==> config.mk <==
export PLATFORM = sky130hd
export DESIGN_NAME = gray_mean_binarize
export DESIGN_NICKNAME = d
export VERILOG_FILES = /design/src/rtl/img_pkg.sv /design/src/rtl/seq_divider.sv /design/src/rtl/gray_mean_binarize.sv
export SDC_FILE = /design/constraint.sdc
export NUM_CORES = 1
export LEC_CHECK = 0
export ABC_AREA = 1
export CAP_MARGIN = 20
export CORE_UTILIZATION = 60
export DETAILED_ROUTE_END_ITERATION = 8
export GPL_TIMING_DRIVEN = 0
export HOLD_SLACK_MARGIN = 0.12
export PLACE_DENSITY = 0.79
export SLEW_MARGIN = 20
export SYNTH_ARGS = -nofsm -noshare
export SYNTH_HDL_FRONTEND = slang
export SYNTH_SLANG_ARGS = --single-unit
==> constraint.sdc <==
create_clock -name CLOCK -period 2.6 [get_ports CLOCK]
set_input_delay 0.26 -clock CLOCK [delete_from_list [all_inputs] [get_ports CLOCK]]
set_output_delay 0.26 -clock CLOCK [all_outputs]
set_load 0.005 [all_outputs]
==> src/rtl/img_pkg.sv <==
// rtl/img_pkg.sv - shared defaults, FSM encoding and clog2 helper for the image blocks
package img_pkg;

  localparam int DW_DEF    = 8;
  localparam int CNT_W_DEF = 20;

  typedef enum logic [1:0] {
    ST_IDLE  = 2'd0,
    ST_ACCUM = 2'd1,
    ST_DIV   = 2'd2
  } state_t;

  function automatic int clog2(input int value);
    int r;
    int v;
    r = 0;
    v = value - 1;
    while (v > 0) begin
      r++;
      v = v >> 1;
    end
    return r;
  endfunction

endpackage

==> src/rtl/seq_divider.sv <==
// rtl/seq_divider.sv - unsigned restoring divider, one quotient bit per cycle
module seq_divider
  import img_pkg::*;
#(
  parameter int SUM_W = 28,
  parameter int CNT_W = 20
) (
  input  logic             CLOCK,
  input  logic             RSTn,
  input  logic             start,
  input  logic             abort,
  input  logic [SUM_W-1:0] dividend,
  input  logic [CNT_W-1:0] divisor,
  output logic             busy,
  output logic             done,
  output logic [SUM_W-1:0] quotient
);

  localparam int STEP_W = clog2(SUM_W + 1);

  logic [CNT_W-1:0]  rem_q, rem_d;
  logic [SUM_W-1:0]  quo_q, quo_d;
  logic [CNT_W-1:0]  dvs_q, dvs_d;
  logic [STEP_W-1:0] step_q, step_d;
  logic              busy_q, busy_d;
  logic              done_q, done_d;
  logic [CNT_W:0]    trial;

  // Load on start, then shift the dividend MSB into the remainder and trial-subtract each cycle
  always_comb begin
    rem_d  = rem_q;
    quo_d  = quo_q;
    dvs_d  = dvs_q;
    step_d = step_q;
    busy_d = busy_q;
    done_d = 1'b0;
    trial  = {rem_q, quo_q[SUM_W-1]};
    if (abort) begin
      busy_d = 1'b0;
    end else if (start) begin
      rem_d  = '0;
      quo_d  = dividend;
      dvs_d  = divisor;
      step_d = STEP_W'(SUM_W);
      busy_d = 1'b1;
    end else if (busy_q) begin
      // remainder stays below the divisor, so the difference always fits CNT_W bits
      if (trial >= {1'b0, dvs_q}) begin
        rem_d = CNT_W'(trial - {1'b0, dvs_q});
        quo_d = {quo_q[SUM_W-2:0], 1'b1};
      end else begin
        rem_d = trial[CNT_W-1:0];
        quo_d = {quo_q[SUM_W-2:0], 1'b0};
      end
      step_d = step_q - 1'b1;
      if (step_q == STEP_W'(1)) begin
        busy_d = 1'b0;
        done_d = 1'b1;
      end
    end
  end

  // Divider state registers
  always_ff @(posedge CLOCK or negedge RSTn) begin
    if (!RSTn) begin
      rem_q  <= '0;
      quo_q  <= '0;
      dvs_q  <= '0;
      step_q <= '0;
      busy_q <= 1'b0;
      done_q <= 1'b0;
    end else begin
      rem_q  <= rem_d;
      quo_q  <= quo_d;
      dvs_q  <= dvs_d;
      step_q <= step_d;
      busy_q <= busy_d;
      done_q <= done_d;
    end
  end

  assign busy     = busy_q;
  assign done     = done_q;
  assign quotient = quo_q;

endmodule

==> src/rtl/gray_mean_binarize.sv <==
// rtl/gray_mean_binarize.sv - binarise gray pixels against the previous frame's mean
module gray_mean_binarize
  import img_pkg::*;
#(
  parameter int DW          = DW_DEF,
  parameter int IW          = 640,
  parameter int IH          = 512,
  parameter int CNT_W       = CNT_W_DEF,
  parameter int INIT_THRESH = 128
) (
  input  logic          CLOCK,
  input  logic          RSTn,
  input  logic          IN_VSYNC,
  input  logic          IN_DVALID,
  input  logic [DW-1:0] IN_Y,
  output logic          BIN_VSYNC,
  output logic          BIN_DVALID,
  output logic [DW-1:0] BIN_DAT,
  output logic [DW-1:0] THRESH,
  output logic          THRESH_UPD,
  output logic          DIV_ABORT
);

  localparam int SUM_W = CNT_W + DW;

  if (clog2(IW * IH + 1) > CNT_W) begin : g_cnt_w_check
    $error("CNT_W too small for IW*IH pixels");
  end

  state_t             state_q, state_d;
  logic               vs_q, dv_q;
  logic [DW-1:0]      bin_dat_q, bin_dat_d;
  logic [SUM_W-1:0]   sum_q, sum_d;
  logic [CNT_W-1:0]   cnt_q, cnt_d;
  logic [DW-1:0]      thresh_q, thresh_d;
  logic [DW-1:0]      next_thr_q, next_thr_d;
  logic               pending_q, pending_d;
  logic               thresh_upd_q, thresh_upd_d;
  logic               div_abort_q, div_abort_d;
  logic               rise, fall, frame_start;
  logic               div_start, div_abort, div_busy, div_done;
  logic [SUM_W-1:0]   div_quo;
  logic [DW-1:0]      sat_quo;

  assign rise    = IN_VSYNC & ~vs_q;
  assign fall    = ~IN_VSYNC & vs_q;
  assign sat_quo = (|div_quo[SUM_W-1:DW]) ? '1 : div_quo[DW-1:0];

  seq_divider #(.SUM_W(SUM_W), .CNT_W(CNT_W)) u_div (
    .CLOCK    (CLOCK),
    .RSTn     (RSTn),
    .start    (div_start),
    .abort    (div_abort),
    .dividend (sum_q),
    .divisor  (cnt_q),
    .busy     (div_busy),
    .done     (div_done),
    .quotient (div_quo)
  );

  // FSM state register
  always_ff @(posedge CLOCK or negedge RSTn) begin
    if (!RSTn) state_q <= ST_IDLE;
    else       state_q <= state_d;
  end

  // Next state: accumulate during the frame, divide during blanking
  always_comb begin
    state_d = state_q;
    unique case (state_q)
      ST_IDLE:  if (rise) state_d = ST_ACCUM;
      ST_ACCUM: if (fall) state_d = (cnt_q == '0) ? ST_IDLE : ST_DIV;
      ST_DIV: begin
        if (rise)          state_d = ST_ACCUM;
        else if (div_done) state_d = ST_IDLE;
      end
      default:  state_d = ST_IDLE;
    endcase
  end

  // FSM outputs: accumulator, divider control and threshold handover at frame start
  always_comb begin
    sum_d        = sum_q;
    cnt_d        = cnt_q;
    thresh_d     = thresh_q;
    next_thr_d   = next_thr_q;
    pending_d    = pending_q;
    thresh_upd_d = 1'b0;
    div_abort_d  = 1'b0;
    div_start    = 1'b0;
    div_abort    = 1'b0;
    frame_start  = 1'b0;
    unique case (state_q)
      ST_IDLE: begin
        if (rise) begin
          frame_start = 1'b1;
          if (pending_q) begin
            thresh_d     = next_thr_q;
            thresh_upd_d = 1'b1;
            pending_d    = 1'b0;
          end
        end
      end
      ST_ACCUM: begin
        // saturated count freezes both accumulators so the mean stays consistent
        if (IN_VSYNC && IN_DVALID && cnt_q != '1) begin
          sum_d = sum_q + SUM_W'(IN_Y);
          cnt_d = cnt_q + CNT_W'(1);
        end
      end
      ST_DIV: begin
        if (rise) begin
          frame_start = 1'b1;
          // a result landing on the frame-start cycle is still usable
          if (div_done) begin
            thresh_d     = sat_quo;
            thresh_upd_d = 1'b1;
          end else begin
            div_abort   = 1'b1;
            div_abort_d = 1'b1;
          end
        end else if (div_done) begin
          next_thr_d = sat_quo;
          pending_d  = 1'b1;
        end else if (!div_busy) begin
          div_start = 1'b1;
        end
      end
      default: ;
    endcase
    if (frame_start) begin
      sum_d = IN_DVALID ? SUM_W'(IN_Y) : '0;
      cnt_d = IN_DVALID ? CNT_W'(1) : '0;
    end
  end

  // Compare against the threshold in force this cycle, including one loading right now
  always_comb begin
    bin_dat_d = (IN_DVALID && (IN_Y >= thresh_d)) ? '1 : '0;
  end

  // Datapath, threshold and pulse registers
  always_ff @(posedge CLOCK or negedge RSTn) begin
    if (!RSTn) begin
      vs_q         <= 1'b0;
      dv_q         <= 1'b0;
      bin_dat_q    <= '0;
      sum_q        <= '0;
      cnt_q        <= '0;
      thresh_q     <= DW'(INIT_THRESH);
      next_thr_q   <= '0;
      pending_q    <= 1'b0;
      thresh_upd_q <= 1'b0;
      div_abort_q  <= 1'b0;
    end else begin
      vs_q         <= IN_VSYNC;
      dv_q         <= IN_DVALID;
      bin_dat_q    <= bin_dat_d;
      sum_q        <= sum_d;
      cnt_q        <= cnt_d;
      thresh_q     <= thresh_d;
      next_thr_q   <= next_thr_d;
      pending_q    <= pending_d;
      thresh_upd_q <= thresh_upd_d;
      div_abort_q  <= div_abort_d;
    end
  end

  assign BIN_VSYNC  = vs_q;
  assign BIN_DVALID = dv_q;
  assign BIN_DAT    = bin_dat_q;
  assign THRESH     = thresh_q;
  assign THRESH_UPD = thresh_upd_q;
  assign DIV_ABORT  = div_abort_q;

endmodule

==> flow_summary.ini <==
[outcome]
status = complete, no violations

[route]
drtIter0Drc = 1077
vias_per_cell = 5.74
wl_mm = 28.0
drt_first_pass_iters = 6
num_vias = 9555
post-route-drc-count = 0
wl_per_cell_um = 16.8
postRouteAntennaNets = 0

[clocking]
numCtsBuffers = 17
insertion_delay_ns = 0.43
clock_path_buffers = 2
cts-root-buf = clkbuf_16
postCtsSetupBuffers = 0
ctsHtreeMaxLevel = 4
clock_sinks = 147
cts_tree = done
path_clk_slew_ns = 0.06

[finish]
post-route-cell-area_um2 = 10900
syn_to_final_growth_pct = 12.5
fillers = 1380
multiInputGateArea_um2 = 4850
fin_cells = 1664
nets = 1494
finish.utilization_pct = 70.4
drive_gt1_share_pct = 6.95
n_antenna_cell = 0
seqCellArea_um2 = 3680

[grt]
grt_pass1_vias = 8734
top_usage_layer = met2
grt_usage_pct = 35.7
grt_use_met3_pct = 5.16
grtUsageMet1_pct = 51.9
antenna_found_initial = 0
grt_start_max_net_pins = 86
grt_use_met2_pct = 55.1
grt_pass1_wl_mm = 45.3
grt_overflow_total = 0

[floorplanning]
num_rows = 45
ios = 32
die_y_um = 129
coreArea_um2 = 15400
dieArea_um2 = 16600
die_x_um = 129
initial_utilization_pct = 62.5

[timing]
worst_slack_ns = 0.214
fin_crit_ns = 2.39
max_freq_mhz = 419
finalSetupViolations = 0
maxSlewViolCount = 0
worst_clock_skew_ns = 0.0102
rsz0062_at_grt = yes
worst_pin_slew_ns = 0.825
max_slew_margin_pct = 45.0
hold_violations = 0
fin_crit_sh_pct = 91.8

[pwr]
irDropWorstVdd_mv = 0.696
power_mw = 13.5
leakage_nw = 5.34
powerDensity_nw_per_um2 = 1240

[worst_setup_path]
cpMostUsedCell = nand2_1
cp.arrival_ns = 2.68
crit_fanout = 10
slowest_stage = ha_1
crit_chain = inv_1, ha_1, nand2_1, inv_1, nand2_1, inv_1, a21oi_1, nand2_1, nand2_1, nand2_1, buf_4, o21ai_0, o21ai_1
cp_slowest_stage_delay_ns = 0.36
endpoint_kind = flip-flop
crit_required_ns = 2.90
r2r_setup_slack_ns = 0.21
startpoint_type = flip-flop
crit_type = reg -> reg

[yosys]
ys_ff_latch = 147
syn_nets = 1443
synth_area_um2 = 9650
yosys_warnings = 0
yosysSeqAreaShare_pct = 38.1
synthCells = 1389
yosys-top-cells-area = dfrtp_1 38%, nand2_1 14%, inv_1 8.7%
ys.flop_type = dfrtp_1
synthArstFlopShare_pct = 100
synth_common_cells = 352 x nand2_1, 223 x inv_1, 146 x dfrtp_1, 125 x o21ai_0, 114 x nand3_1
yosysUniqueCellTypes = 36
synth_top_area_share_pct = 37.9
synth.most_common_cell = nand2_1
synth-edff-count = 0
synth_largest_area_cell = dfrtp_1
avgSynthCellArea_um2 = 6.95

[placed_design]
numPortBuffers = 31
post-place-ws_ns = -0.417
place_area_um2 = 10300
placed_cells = 1632
gp_congestion = 0.960
place_hpwl_mm = 20.4

[hold_path]
min_path_type = in -> reg

[flow_run]
maxCapViolCount = 0
## logic make-up (layout without fill, tap and decap cells)
family / after synthesis / count (layout) / synth area share [%]
buffers and inverters: 282 / 346 / 11.9
AND/OR/NAND/NOR: 656 / 656 / 29.7
XOR/XNOR: 15 / 15 / 1.36
AO/OA/AOI/OAI: 247 / 247 / 13.3
adder cells (fa/ha/maj): 42 / 42 / 5.60
flip-flops: 147 / 147 / 38.1
## area by class of cell
type / count / area share, %
multi-input combinational: 960 / 44.7
sequential: 147 / 33.9
inverter: 232 / 8.02
clock buffer: 18 / 3.95
timing repair buffer: 33 / 3.25
buffer: 49 / 2.56
tap: 211 / 2.43
clock inverter: 14 / 1.22
## sequential cells by signal, summed over array words and instances, names as in the netlist
| signal | flops |
|---|---|
| THRESH_UPD | 1 |
| BIN_DAT | 1 |
| BIN_VSYNC | 1 |
| u_div.done | 1 |
| THRESH | 8 |
| cnt_q | 20 |
| u_div.dvs_q | 20 |
| next_thr_q | 8 |
| state_q | 2 |
| u_div.busy | 1 |
| sum_q | 28 |
| u_div.quotient | 28 |
| DIV_ABORT | 1 |
| pending_q | 1 |
| BIN_DVALID | 1 |
| u_div.step_q | 5 |
| u_div.rem_q | 20 |
## path summary, 6_finish.rpt
check	startpoint	endpoint	cells past startpoint
max	u_div.dvs_q[10]	u_div.quotient[0]	13
min	IN_DVALID	BIN_DVALID	1
max reg2reg	u_div.dvs_q[10]	u_div.quotient[0]	13
min reg2reg	next_thr_q[5]	next_thr_q[5]	2
max in group asynchronous	RSTn	cnt_q[10]	3
min in group asynchronous	RSTn	next_thr_q[2]	2
## layer usage
metal,vias up,routed length [um]
li1,4605,-
met1,4457,12800
met2,441,12500
met3,52,2230
met4,0,575
met5,-,0
## cells in the final DEF, fill, tap and decap left out, types with 5 or more instances in the layout
master	instances
a21oi_1	79
buf_6	5
o21ai_0	125
nand3_1	113
nor3_1	24
dfrtp_1	146
nand2_2	6
ha_1	40
inv_1	221
nand4_1	38
o22ai_1	9
xor2_1	9
nor2_1	89
buf_2	17
buf_4	9
inv_2	11
clkbuf_16	17
o21ai_1	19
nand3b_1	13
xnor2_1	6
clkdlybuf4s50_1	30
nor4_1	6
nand2_1	351
clkinvlp_4	5
clkbuf_1	18
## metrics by stage
| stage | hold WS (ns) | TNS (ns) |
|---|---|---|
| 2_1_floorplan | -0.0356 | 0 |
| 3_3_place_gp | 0.463 | -704.72 |
| 3_5_place_dp | 0.230 | -3.65 |
| 4_1_cts | 0.324 | 0 |
| 5_1_grt | 0.324 | -0.0170 |
| 6_report | 0.324 | 0 |
## power breakdown
part / internal, mW / switching (mW)
registers: 3.11 / 0.584
logic: 2.62 / 4.83
clock network: 1.33 / 1.05
total: 7.05 / 6.46
## critical path: cells and delay by family (launching register included)
family                     cells  cell delay, ns
buffers and inverters          4            0.40
adders and majority gates      1            0.36
AOI/OAI and AO/OA              3            0.57
and+or+nand+nor                5            0.60
DFF                            1            0.33
## timing repair
item	CTS	global route
endpoints found under the setup margin	1	7
gates resized for setup	1	12
hold buffers	1	0
endpoints found under the hold margin	62	0
pin swaps	0	1
(Power assumes the default switching activity.)
